==> src/rtl/light_seq_pkg.sv <==
// Shared types and light patterns for the light sequencer.
package light_seq_pkg;

    typedef enum logic [1:0] {
        STATE_A = 2'b00,
        STATE_B = 2'b01,
        STATE_C = 2'b10
    } state_t;

    localparam logic [2:0] LIGHT_A   = 3'b100;
    localparam logic [2:0] LIGHT_B   = 3'b011;
    localparam logic [2:0] LIGHT_C   = 3'b010;
    localparam logic [2:0] LIGHT_OFF = 3'b000;

    // Moore decode; the unused encoding drives all lights off.
    function automatic logic [2:0] light_of(input logic [1:0] st);
        case (st)
            STATE_A: light_of = LIGHT_A;
            STATE_B: light_of = LIGHT_B;
            STATE_C: light_of = LIGHT_C;
            default: light_of = LIGHT_OFF;
        endcase
    endfunction

endpackage

==> src/rtl/light_seq_dp_if.sv <==
// Request/clear inputs and light/counter outputs of the light sequencer.
interface light_seq_dp_if #(
    parameter int unsigned CNT_W = 3
);
    logic             in_i;
    logic             clr_i;
    logic [2:0]       out_o;
    logic [CNT_W-1:0] cnt_o;
    logic             ovf_o;

    modport master (output in_i, output clr_i, input out_o, input cnt_o, input ovf_o);
    modport slave  (input in_i, input clr_i, output out_o, output cnt_o, output ovf_o);
endinterface

==> src/rtl/light_seq_timer.sv <==
// Dwell down-counter: reloaded on every state change, flags the last cycle of a phase.
module light_seq_timer #(
    parameter int unsigned     TMR_W   = 4,
    parameter logic [TMR_W-1:0] RST_VAL = '0
) (
    input  logic             clk_i,
    input  logic             reset_i,
    input  logic             load_i,
    input  logic [TMR_W-1:0] load_val_i,
    output logic             last_o
);
    logic [TMR_W-1:0] tmr_q, tmr_d;

    always_comb begin
        tmr_d = tmr_q;
        if (load_i) begin
            tmr_d = load_val_i;
        end else if (tmr_q != '0) begin
            tmr_d = tmr_q - TMR_W'(1);
        end
    end

    always_ff @(posedge clk_i or posedge reset_i) begin
        if (reset_i) begin
            tmr_q <= RST_VAL;
        end else begin
            tmr_q <= tmr_d;
        end
    end

    assign last_o = (tmr_q == '0);
endmodule

==> src/rtl/light_seq_dp.sv <==
// Light sequencer: 3-state Moore control unit driving a dwell timer, visit counter X
// and snapshot register Y.
module light_seq_dp
    import light_seq_pkg::*;
#(
    parameter int unsigned CNT_W    = 3,
    parameter int unsigned TMR_W    = 4,
    parameter int unsigned DWELL_A  = 1,
    parameter int unsigned DWELL_B  = 1,
    parameter int unsigned DWELL_C  = 1,
    parameter bit          SATURATE = 1'b0
) (
    input  logic         clk_i,
    input  logic         reset_i,
    light_seq_dp_if.slave bus
);
    localparam logic [TMR_W-1:0] TMR_A   = TMR_W'(DWELL_A - 1);
    localparam logic [TMR_W-1:0] TMR_B   = TMR_W'(DWELL_B - 1);
    localparam logic [TMR_W-1:0] TMR_C   = TMR_W'(DWELL_C - 1);
    localparam logic [CNT_W-1:0] X_MAX   = '1;

    logic [1:0]       state_q, state_d;
    logic             first_q;
    logic             load, last, clrx, incx, ldy;
    logic [TMR_W-1:0] load_val;
    logic [CNT_W-1:0] x_q, x_d, y_q, y_d;
    logic             ovf_q, ovf_d;

    light_seq_timer #(
        .TMR_W  (TMR_W),
        .RST_VAL(TMR_A)
    ) u_timer (
        .clk_i     (clk_i),
        .reset_i   (reset_i),
        .load_i    (load),
        .load_val_i(load_val),
        .last_o    (last)
    );

    // first_q marks the entry cycle of the current state (reset counts as an entry).
    always_ff @(posedge clk_i or posedge reset_i) begin
        if (reset_i) begin
            state_q <= STATE_A;
            first_q <= 1'b1;
        end else begin
            state_q <= state_d;
            first_q <= load;
        end
    end

    always_comb begin
        state_d = state_q;
        load    = 1'b0;
        incx    = 1'b0;
        ldy     = 1'b0;
        clrx    = bus.clr_i;
        case (state_q)
            STATE_A: begin
                if (last) begin
                    load    = 1'b1;
                    state_d = STATE_B;
                end
            end
            STATE_B: begin
                if (last) begin
                    ldy     = 1'b1;
                    load    = 1'b1;
                    state_d = bus.in_i ? STATE_C : STATE_A;
                end
            end
            STATE_C: begin
                incx = first_q;
                if (last) begin
                    ldy     = 1'b1;
                    load    = 1'b1;
                    state_d = STATE_A;
                end
            end
            default: begin
                load    = 1'b1;
                state_d = STATE_A;
            end
        endcase
    end

    // Timer reload value follows the state being entered.
    always_comb begin
        case (state_d)
            STATE_B: load_val = TMR_B;
            STATE_C: load_val = TMR_C;
            default: load_val = TMR_A;
        endcase
    end

    // Datapath: clear beats increment/load; Y always samples the present X.
    always_comb begin
        x_d   = x_q;
        ovf_d = 1'b0;
        if (clrx) begin
            x_d = '0;
        end else if (incx) begin
            if (x_q == X_MAX) begin
                ovf_d = 1'b1;
                x_d   = SATURATE ? x_q : '0;
            end else begin
                x_d = x_q + CNT_W'(1);
            end
        end
        y_d = clrx ? '0 : (ldy ? x_q : y_q);
    end

    always_ff @(posedge clk_i or posedge reset_i) begin
        if (reset_i) begin
            x_q   <= '0;
            y_q   <= '0;
            ovf_q <= 1'b0;
        end else begin
            x_q   <= x_d;
            y_q   <= y_d;
            ovf_q <= ovf_d;
        end
    end

    assign bus.out_o = light_of(state_q);
    assign bus.cnt_o = y_q;
    assign bus.ovf_o = ovf_q;
endmodule

==> src/flat_wrapper.sv <==
// flat-port wrapper written by rule: the top's interface ports become plain ports
module light_seq_dp_flat import light_seq_pkg::*;
#(
    parameter int unsigned CNT_W    = 3,
    parameter int unsigned TMR_W    = 4,
    parameter int unsigned DWELL_A  = 1,
    parameter int unsigned DWELL_B  = 1,
    parameter int unsigned DWELL_C  = 1,
    parameter bit          SATURATE = 1'b0
)
  (clk_i, reset_i, bus_in_i, bus_clr_i, bus_out_o, bus_cnt_o, bus_ovf_o);
  light_seq_dp_if #(.CNT_W(CNT_W)) bus_i ();
  input  logic clk_i;
  input  logic reset_i;
  input wire logic [$bits(bus_i.in_i)-1:0] bus_in_i;
  input wire logic [$bits(bus_i.clr_i)-1:0] bus_clr_i;
  output wire logic [$bits(bus_i.out_o)-1:0] bus_out_o;
  output wire logic [$bits(bus_i.cnt_o)-1:0] bus_cnt_o;
  output wire logic [$bits(bus_i.ovf_o)-1:0] bus_ovf_o;
  assign bus_i.in_i = bus_in_i;
  assign bus_i.clr_i = bus_clr_i;
  assign bus_out_o = bus_i.out_o;
  assign bus_cnt_o = bus_i.cnt_o;
  assign bus_ovf_o = bus_i.ovf_o;
  light_seq_dp #(.CNT_W(CNT_W), .TMR_W(TMR_W), .DWELL_A(DWELL_A), .DWELL_B(DWELL_B), .DWELL_C(DWELL_C), .SATURATE(SATURATE)) u_core (.clk_i(clk_i), .reset_i(reset_i), .bus(bus_i));
endmodule
==> config.mk <==
export PLATFORM = sky130hd
export DESIGN_NAME = light_seq_dp_flat
export DESIGN_NICKNAME = d
export VERILOG_FILES = /design/src/rtl/light_seq_pkg.sv /design/src/rtl/light_seq_dp_if.sv /design/src/rtl/light_seq_timer.sv /design/src/rtl/light_seq_dp.sv /design/src/flat_wrapper.sv
export SDC_FILE = /design/constraint.sdc
export NUM_CORES = 1
export LEC_CHECK = 0
export ABC_CLOCK_PERIOD_IN_PS = 2700
export CAP_MARGIN = 20
export CORE_UTILIZATION = 25
export CTS_BUF_LIST = sky130_fd_sc_hd__clkbuf_8 sky130_fd_sc_hd__clkbuf_16
export CTS_CLUSTER_DIAMETER = 80
export CTS_CLUSTER_SIZE = 16
export DETAILED_ROUTE_END_ITERATION = 16
export PLACE_DENSITY = 0.4
export SETUP_SLACK_MARGIN = 0.2
export SYNTH_ARGS = -nofsm -noshare
export SYNTH_HDL_FRONTEND = slang
export SYNTH_HIERARCHICAL = 1
export SYNTH_SLANG_ARGS = --single-unit
==> constraint.sdc <==
create_clock -name clk_i -period 2.7 [get_ports clk_i]
set_input_delay 0.54 -clock clk_i [delete_from_list [all_inputs] [get_ports clk_i]]
set_output_delay 0.54 -clock clk_i [all_outputs]
set_load 0.03 [all_outputs]
* Word level (Yosys, flattened, before mapping) *
Index checks and enable logic that the tools add are counted.
Widths: inputs -> output; s select.

operators by class
  eq/ne operators = 6
  reductions and logical operators = 9
  multiplexer cells = 20
  add/sub/neg operators = 2

operators with widths
  kind                 count
  $mux 3               5
  $pmux 3 s3           1
  $mux 2               4
  $mux 4               2
  $mux 1               7
  $ne 2x1->1 const B   3
  $pmux 2 s3           1
  $reduce_bool 2->1    3
  $logic_not 4->1      1
  $reduce_bool 4->1    1
  $sub 4x1->4 const B  1
  $add 3x1->3 const B  1
  $eq 3x3->1 const B   1
  $reduce_and 3->1     1
  $reduce_or 3->1      1
  $eq 2x1->1 const B   1
  $eq 2x2->1 const B   1
  $logic_not 2->1      1
  $reduce_or 2->1      1

word-level totals
  output and inout port bits = 7
  register bits after elaboration = 14
  word-level logic and storage cells = 43
  input bits = 4

* Logic depth before layout (Yosys ltp) *
Gate-level depths: netlist of the first run.

  depth after elaboration = 5
  gate-level depth with buffers = 8

* Cells and area by module *
The synthesis of the first run kept the hierarchy.

modules (own cells, without submodules)
  module           cells an instance  times used  area each (µm²)  sequential area each (µm²)
  light_seq_dp     52                 1           578.1            251.5
  light_seq_timer  23                 1           236.5            100.1

* Worst setup path before layout of the first run *
No wires, ideal clock.

  path type = register to register
  from = reg u_core.u_timer.tmr_q[0]
  to = reg u_core.u_timer.tmr_q[3]
  cell stages (with the launch flop) = 9
  arrival = 1.907 ns
  required time = 2.574 ns
  path slack = 0.667 ns
  path through = dfrtp_1 inv_1 ha_1 nor3b_4 clkbuf_1 or2_2 clkbuf_1 nor3_1 a221o_1

on the way
  cells in the longest elaborated chain, start to end = 4

ends and longest elaborated chain
  what                                                line                                                        source
  from (decl)                                         light_seq_timer.sv:12                                       logic [TMR_W-1:0] tmr_q, tmr_d;
  from (signal assigned)                              light_seq_timer.sv:27                                       tmr_q <= tmr_d;
  $logic_not 4->1 *                                   light_seq_timer.sv:31                                       assign last_o = (tmr_q == '0);
  via u_core.last                                     light_seq_dp.sv:24                                          logic load, last, clrx, incx, ldy;
  $mux 1 *                                            light_seq_dp.sv:59, light_seq_dp.sv:65, light_seq_dp.sv:73
  $mux 1 *                                            n/a
  via u_core.load                                     light_seq_dp.sv:24
  $mux 4 / $reduce_bool 2->1 (equally long branches)  n/a

Mark *: on every way through the listed nets, which the timed path passes. The rest lies on a longest branch. The select of a mux whose other input is x is not followed.
A chain may end at the register's enable or synchronous reset.

* Final worst setup path of the first run *
  from = reg u_core.state_q[1]
  to = out bus_out_o[2]

on the way
  cells in the longest elaborated chain, start to end = 2

ends and longest elaborated chain
  what                                line                 source
  from (decl)                         light_seq_dp.sv:22   logic [1:0] state_q, state_d;
  from (signal assigned)              light_seq_dp.sv:46   state_q <= state_d;
  $eq 2x2->1 (tied with other cells)  light_seq_pkg.sv:17  case (st)
  $pmux 3 s3 *                        light_seq_pkg.sv:17
  to (decl)                           flat_wrapper.sv:17   output wire logic [$bits(bus_i.out_o)-1:0] bus_out_o;

Every way passes the cells marked *; elsewhere a longest branch is shown, timed or not.

==> results of run 1 <==
## placed cells by master, fill, tap and decap left out, types with 2 or more instances in the layout
master,n
a21oi_1,6
clkdlybuf4s50_1,9
a21bo_2,6
dfrtp_1,13
clkbuf_8,4
nand2_1,4
nor3_1,3
o21ai_0,2
nand3_1,6
inv_1,6
conb_1,4
mux2_2,2
ha_1,9
## metal layers
layer / vias up / track usage / part of all wire
met5: - / 0 / 0
met4: 0 / 0.0408 / 0.0076
met3: 2 / 0.0306 / 0.044
met2: 10 / 0.138 / 0.42
met1: 245 / 0.147 / 0.53
li1: 287 / - / -
## layout make-up
cell class              instances  area, um2  area share
well taps                      44       55.1      0.0540
inverters                       6       22.5      0.0221
repair buffers                 11        110       0.108
multi-input cells              54        425       0.417
flip-flops and latches         14        352       0.345
clock buffers                   4       55.1      0.0540
## critical path: cells and delay by family (launching register included)
family,cells,cell delay (ns)
flip-flops,1,0.40
buffers and inverters,2,0.82
adder cells (fa/ha/maj),1,0.21
## registers in the layout (all words and copies together) (netlist names)
register / count
u_core/u_timer/tmr_q: 4
u_core/bus.cnt_o: 3
u_core/x_q: 3
u_core/state_q: 2
u_core/bus.ovf_o: 1
u_core/first_q: 1
## through the flow
stage               hold slack [ns]  area [um2]
floorplan                     0.306         826
global placement              0.568         962
detailed placement            0.564         962
CTS                           0.527        1020
global route                  0.539        1020
finish                        0.518        1020
## cells by family after synthesis
kind of cell	after synthesis	synth area share
XOR/XNOR	1	0.0108
flip-flops	14	0.432
other	1	0.00460
adder cells (fa/ha/maj)	9	0.138
buffers and inverters	10	0.0599
AO/OA/AOI/OAI	17	0.154
multiplexers	3	0.0399
AND/OR/NAND/NOR	20	0.161
## what timing repair did
action                     CTS  global route
gates resized for setup      0             1
setup endpoints to repair    0             1
hold endpoints to repair     0             0
## power breakdown
part	internal (W)	leakage, nW	switching (W)
Sequential	0.000266	0.182	0.0000487
Combinational	0.000228	0.254	0.000285
Clock	0.000129	0.0288	0.0000726
Total	0.000624	0.465	0.000406
## worst max-delay path by stage
| stage | startpoint | end | slack [ns] | cells past startpoint |
|---|---|---|---|---|
| after floorplan | u_core/u_timer/tmr_q[0] | u_core/u_timer/tmr_q[3] | 0.67 | 8 |
| after global placement | u_core/state_q[0] | bus_out_o[1] | 0.57 | 3 |
| after detailed placement | u_core/state_q[0] | bus_out_o[1] | 0.53 | 3 |
| after CTS | u_core/state_q[0] | bus_out_o[1] | 0.29 | 3 |
| after global routing | u_core/state_q[1] | bus_out_o[2] | 0.40 | 3 |
| final | u_core/state_q[1] | bus_out_o[2] | 0.50 | 3 |
==> results.cfg, run 1 <==
[run_status]
run_status = finished clean

[yosys]
synth_edf_count = 0
netlist_instances = 75
synthDistinctLibCells = 27
syn_area_per_cell_um2 = 10.9
ys_seq_area_frac = 0.432
ys.flop_type = dfrtp_1
yosys_warnings = 6
yosysMostFrequentCell = dfrtp_1
synth_top_area_frac = 0.399
synth_area_um2 = 815
synth-async-reset-ratio = 1.00
netlist_top_cells_count = dfrtp_1 (13), ha_1 (9)
synth_top_area_cell = dfrtp_1
ys_ff_latch = 14
synth_area_leaders = dfrtp_1 (40%), ha_1 (14%), a21bo_2 (7.4%)

[critical_path]
crit_fanout = 5
slowest_delay_ns = 0.68
worstReg2RegEnd = u_core/u_timer/tmr_q[3]
crit_slowest_cell = clkdlybuf4s50_1
crit_arrival_ns = 1.66
worstPathRequired_ns = 2.16
reg2reg_from = u_core/u_timer/tmr_q[0]
critical_path.startpoint_type = register
path_class = register to output port
ff2ff_path_depth = 7
end_kind = output port
cp_cell_sequence = inv_1, ha_1, clkdlybuf4s50_1
rrSetupSlack_ns = 0.89

[place]
port_buffers = 10
placed_cells = 129
gp_congestion = 0.716
place_hpwl_um = 1090
post-place-ws_ns = 0.528

[clock_network]
clk_latency_ns = 0.24
cts_hold_buf = 0
cts_tree = yes
htree_levels = 1
cts_setup_buffers = 0
clk_pin_slew_ns = 0.06
clockBufferDepth = 2
numCtsBuffers = 3
clock_sinks = 14
clockRootBuffer = clkbuf_8

[routing]
drt_iter0_markers = 17
routed_wl_um = 1450
wl_per_cell_um = 10.9
dr.pass1.iters = 4
drc = 0
via_per_inst = 4.09
vias = 544
ant_nets = 0

[sta]
finalHoldViolCount = 0
setup_tns_ns = 0
setup_viol = 0
rsz0062_at_grt = false
max_freq_ghz = 0.454
worst_slack_ns = 0.499
skew_ns = 0.00113
period_share = 0.815
slew_viol_final = 0
fin_crit_ns = 2.20

[pwr]
powerDensity_mw_per_mm2 = 1010
p_leak_nw = 0.465
total_power_w = 0.00103
ir_drop_uv = 330

[global_routing]
grt_pass1_vias = 531
grt_pass1_wl_um = 2550
globalRouteOverflowTotal = 0
grt_antenna_before_repair = 0
grt_max_degree = 14
grt_usage = 0.101

[layout]
instances_no_fill = 133
final_core_util = 0.331
drive_gt1_frac = 0.191
syn2layout_area_growth_pct = 25.2
nets = 103
n_antenna_cell = 0
fillers = 318

[min_path]
min_path_type = input pin to asynchronous set/reset pin

[floorplanning]
dieArea_mm2 = 0.00349
fp.dieW_um = 59.1
design.core.area_mm2 = 0.00308
ios = 11
initial_core_util = 0.265
std_cell_rows = 20
die_h_um = 59.1

[job]
maxCapViolCount = 0
No activity file was read; power rests on OpenSTA's default activity.
==> inputs of run 2 (changes only) <==
--- a/config.mk
+++ b/config.mk
@@ -5,14 +5,14 @@
 export SDC_FILE = /design/constraint.sdc
 export NUM_CORES = 1
 export LEC_CHECK = 0
-export ABC_CLOCK_PERIOD_IN_PS = 2700
+export ABC_CLOCK_PERIOD_IN_PS = 2000
 export CAP_MARGIN = 20
 export CORE_UTILIZATION = 25
 export CTS_BUF_LIST = sky130_fd_sc_hd__clkbuf_8 sky130_fd_sc_hd__clkbuf_16
 export CTS_CLUSTER_DIAMETER = 80
 export CTS_CLUSTER_SIZE = 16
 export DETAILED_ROUTE_END_ITERATION = 16
-export PLACE_DENSITY = 0.4
+export PLACE_DENSITY = 0.41
 export SETUP_SLACK_MARGIN = 0.2
 export SYNTH_ARGS = -nofsm -noshare
 export SYNTH_HDL_FRONTEND = slang
==> constraint.sdc (replaced) <==
create_clock -name clk_i -period 2 [get_ports clk_i]
set_input_delay 0.4 -clock clk_i [delete_from_list [all_inputs] [get_ports clk_i]]
set_output_delay 0.4 -clock clk_i [all_outputs]
set_load 0.03 [all_outputs]
==> run 2 against run 1 <==
  * Core utilization shrank 0.45 points
  * Global-route usage grew 0.63 points
  * Die area is the same
  * Sequential share of layout area grew 0.60 points
  * Critical path depth is the same
==> results.cfg, run 2 (synthesis gave the netlist of run 1 again) <==
[run_status]
run_status = finished clean

[place]
post-place-ws_ns = 0.182
gp_congestion = 0.663
place_hpwl_um = 1090
port_buffers = 10

[routing]
dr.pass1.iters = 3
routed_wl_um = 1520
vias = 560
via_per_inst = 4.21
wl_per_cell_um = 11.4
drt_iter0_markers = 3
drc = 0
ant_nets = 0

[sta]
max_freq_ghz = 0.573
whs_ns = 0.358
skew_ns = 0.00372
period_share = 0.872
setup_viol = 0
slew_viol_final = 0
fin_crit_ns = 1.74
setup_tns_ns = 0
worst_slack_ns = 0.256
finalHoldViolCount = 0
rsz0062_at_grt = true

[global_routing]
grt_pass1_vias = 581
grt_usage = 0.107
grt_pass1_wl_um = 2710
grt_antenna_before_repair = 0
grt_max_degree = 13
globalRouteOverflowTotal = 0

[layout]
layout_commonest_cell = dfrtp_1
layout_common_cells = dfrtp_1 (12), inv_1 (7), clkdlybuf4s50_1 (7), ha_1 (7)
syn2layout_area_growth_pct = 23.5
largest_reg_flops = 4
top_register = u_core/u_timer/tmr_q
n_antenna_cell = 0
drive_gt1_frac = 0.236
nets = 103
fillers = 341

[pwr]
total_power_w = 0.00137
p_leak_nw = 0.451
ir_drop_uv = 469
powerDensity_mw_per_mm2 = 1360

[floorplanning]
dieArea_mm2 = 0.00349
design.core.area_mm2 = 0.00308
die_h_um = 59.1
ios = 11
std_cell_rows = 20
initial_core_util = 0.265
fp.dieW_um = 59.1

[critical_path]
worstReg2RegEnd = u_core/u_timer/tmr_q[3]
critical_path.startpoint_type = register
reg2reg_from = u_core/u_timer/tmr_q[0]
crit_fanout = 7
crit_arrival_ns = 1.34
end_kind = output port
worstPathRequired_ns = 1.60
rrSetupSlack_ns = 0.38
path_class = register to output port
ff2ff_path_depth = 6

[clock_network]
numCtsBuffers = 3
clk_pin_slew_ns = 0.05
clk_latency_ns = 0.24
clock_sinks = 14
clockRootBuffer = clkbuf_8
htree_levels = 1
cts_tree = yes
clockBufferDepth = 2

[job]
maxCapViolCount = 0

[min_path]
min_path_type = input pin to asynchronous set/reset pin
-- run 2: cell count changes in the layout (fill, tap and decap cells not counted) --
| cell | previous run | this run |
|---|---|---|
| buf_4 | 1 | 2 |
| dfrtp_2 | 0 | 1 |
| clkbuf_8 | 4 | 3 |
| clkdlybuf4s50_1 | 9 | 7 |
| dlymetal6s2s_1 | 1 | 0 |
| clkbuf_2 | 0 | 1 |
| dfrtp_1 | 13 | 12 |
| ha_1 | 9 | 7 |
| ha_2 | 0 | 2 |
| inv_1 | 6 | 7 |
| clkdlybuf4s15_1 | 0 | 1 |
-- run 2: critical path: stages (launching register included) --
cell and delay (ns):
dfrtp_1 0.40, inv_1 0.16, ha_2 0.36, buf_4 0.19
-- run 2: worst max path at each step --
stage | from | end | slack [ns]
after floorplan | u_core/u_timer/tmr_q[0] | u_core/u_timer/tmr_q[3] | 0.21
after global placement | u_core/state_q[1] | bus_out_o[2] | 0.22
after detailed placement | u_core/state_q[1] | bus_out_o[2] | 0.18
after CTS | u_core/state_q[1] | bus_out_o[2] | 0.18
after global routing | u_core/state_q[1] | bus_out_o[1] | 0.18
final | u_core/state_q[1] | bus_out_o[1] | 0.26
-- run 2: cell type report --
cell class | count | area [um2] | share of cell area
Multi-Input combinational cell | 54 | 430 | 0.428
Tap cell | 44 | 55.1 | 0.0547
Sequential cell | 14 | 353 | 0.351
Inverter | 6 | 22.5 | 0.0224
Timing Repair Buffer | 11 | 100 | 0.0995
Clock buffer | 3 | 41.3 | 0.0410
Clock inverter | 1 | 3.75 | 0.00373
-- run 2: power by group --
| group | total, W | leakage (nW) | internal, W | switching [W] |
|---|---|---|---|---|
| registers | 0.000430 | 0.181 | 0.000362 | 0.0000681 |
| clock network | 0.000235 | 0.0269 | 0.000136 | 0.0000996 |
| logic | 0.000703 | 0.243 | 0.000294 | 0.000410 |
| total | 0.00137 | 0.451 | 0.000791 | 0.000577 |
-- run 2: metrics by stage --
stage               utilization  area (um2)  cells
finish                    0.327        1010    133
CTS                       0.327        1010    133
detailed placement        0.313         962    129
global placement          0.313         962    129
floorplan                     -         848     78
global route              0.327        1010    133
-- run 2: repair_timing --
action                     4_1_cts  5_1_grt
hold buffers                     0        0
setup buffers                    0        0
setup endpoints to repair        3        3
gates resized for setup          3        4
-- run 2: layer usage --
metal	GRT usage	share of wire
met4	0.0408	0.018
met5	0	0
met1	0.128	0.49
met3	0.0459	0.042
met2	0.170	0.45
==> RTL edit: new RTL, settings of run 2 <==
`SATURATE` is set to 1'b0 in 2 places; all go to 1'b1.
--- a/src/rtl/light_seq_dp.sv
+++ b/src/rtl/light_seq_dp.sv
@@ -10,3 +10,3 @@
     parameter int unsigned DWELL_C  = 1,
-    parameter bit          SATURATE = 1'b0
+    parameter bit          SATURATE = 1'b1
 ) (
--- a/src/flat_wrapper.sv
+++ b/src/flat_wrapper.sv
@@ -8,3 +8,3 @@
     parameter int unsigned DWELL_C  = 1,
-    parameter bit          SATURATE = 1'b0
+    parameter bit          SATURATE = 1'b1
 )
Formal check against the unedited RTL: same outputs for any inputs over 10 cycles, from zero or initial values and one cycle with reset_i high; that may be too few to reach the edited logic, so the function may still have changed.
==> RTL edit against run 2 <==
Sequential cell count stayed put; count of clock-buffer cells in the layout stayed put; fmax fell by 0.16%; first-iteration DRC count grew to 7.0 times the old value; final area rose by 0.75%; routed wire length shrank 4.6%; global-route usage down 1.1 points; via count decreased by 1.6%; sequential share of layout area down 0.38 points; area after synthesis up 0.61%; worst setup slack got worse by 2.7 ps; total power fell by 4.4%; critical endpoint unchanged.
==> RTL edit: results (changes against run 2) <==
metric	value	unit	change
min_period	1747	ps	was 1744 ps
hold_class	input port to asynchronous set/reset pin		unchanged
netlist_top_cells_count	dfrtp_1, ha_1, inv_1		was dfrtp_1, ha_1
grt_util_met3	0.02183		was 0.04585
synth_area_leaders	dfrtp_1, ha_1, mux2_2		was dfrtp_1, ha_1, a21bo_2
synth_cells	76		was 75
finalWeightedCongestion	0.6949		was 0.6633
instances_no_fill	134		was 133
fin_nets	104		was 103
yosysSeqAreaShare	0.4290		was 0.4316
wl_met2	619	um	was 688 um
grt_pass1_vias	526		was 581
wirelength	1451	um	was 1521 um
worstPathMaxFanout	7		unchanged
drive_gt1_frac	0.1778		was 0.2360
use_met1	0.1306		was 0.1284
placed_area	970.9	sq um	was 962.2 sq um
synth_cell_types	30		was 27
first_iter_violations	21		was 3
diodes	0		unchanged
leakage	0.4610	nW	was 0.4507 nW
place_ws	207.4	ps	was 182.3 ps
ir_drop	0.3141	mV	was 0.4689 mV
synth_top_area_frac	0.3969		was 0.3994
groute.usage.overall	0.09664		was 0.1073
status	finished clean		unchanged
m1WireLength	755	um	was 739 um
synth_ff_type	dfrtp_1		unchanged
drt-vias-per-instance	4.112		was 4.211
grt_pass1_wl	2394	um	was 2711 um
finClkSkew	1.497	ps	was 3.721 ps
cp-startpoint	u_core/state_q[0]		was u_core/state_q[1]
hpwl	1094	um	was 1093 um
dr.pass1.iters	4		was 3
wl_met3	59	um	was 64 um
hold_ws	383.4	ps	was 357.8 ps
grt_use_met2	0.1332		was 0.1705
yosys_warnings	6		unchanged
[RTL edit: cell families (layout without fill, tap and decap cells)]
kind of cell,count (synthesis),after routing,share of synthesized area
AOI/OAI and AO/OA,12,12,0.1084
xor gates and xnor gates,1,1,0.01069
adders and majority gates,9,9,0.1374
buffers and inverters,10,21,0.05191
DFF,14,14,0.4290
muxes,6,6,0.07786
other,1,4,0.004576
and+or+nand+nor,23,23,0.1802
[RTL edit: layout make-up]
class,instances,area [sq um]
clock buffer,3,41.29
clock inverter,1,3.754
fill,331,2064
inverter,6,22.52
multi-input combinational,55,439.2
sequential,14,351.6
tap,44,55.05
timing repair buffer,11,100.1
[RTL edit: power breakdown]
part           internal [mW]  switching [mW]
registers              0.357          0.0593
clock network          0.136          0.0995
logic                  0.284           0.372
total                  0.777           0.531
[RTL edit: critical path, stage by stage, from the launching register on]
cell	delay [ps]
dfrtp_1	410
inv_1	100
ha_2	410
buf_4	180
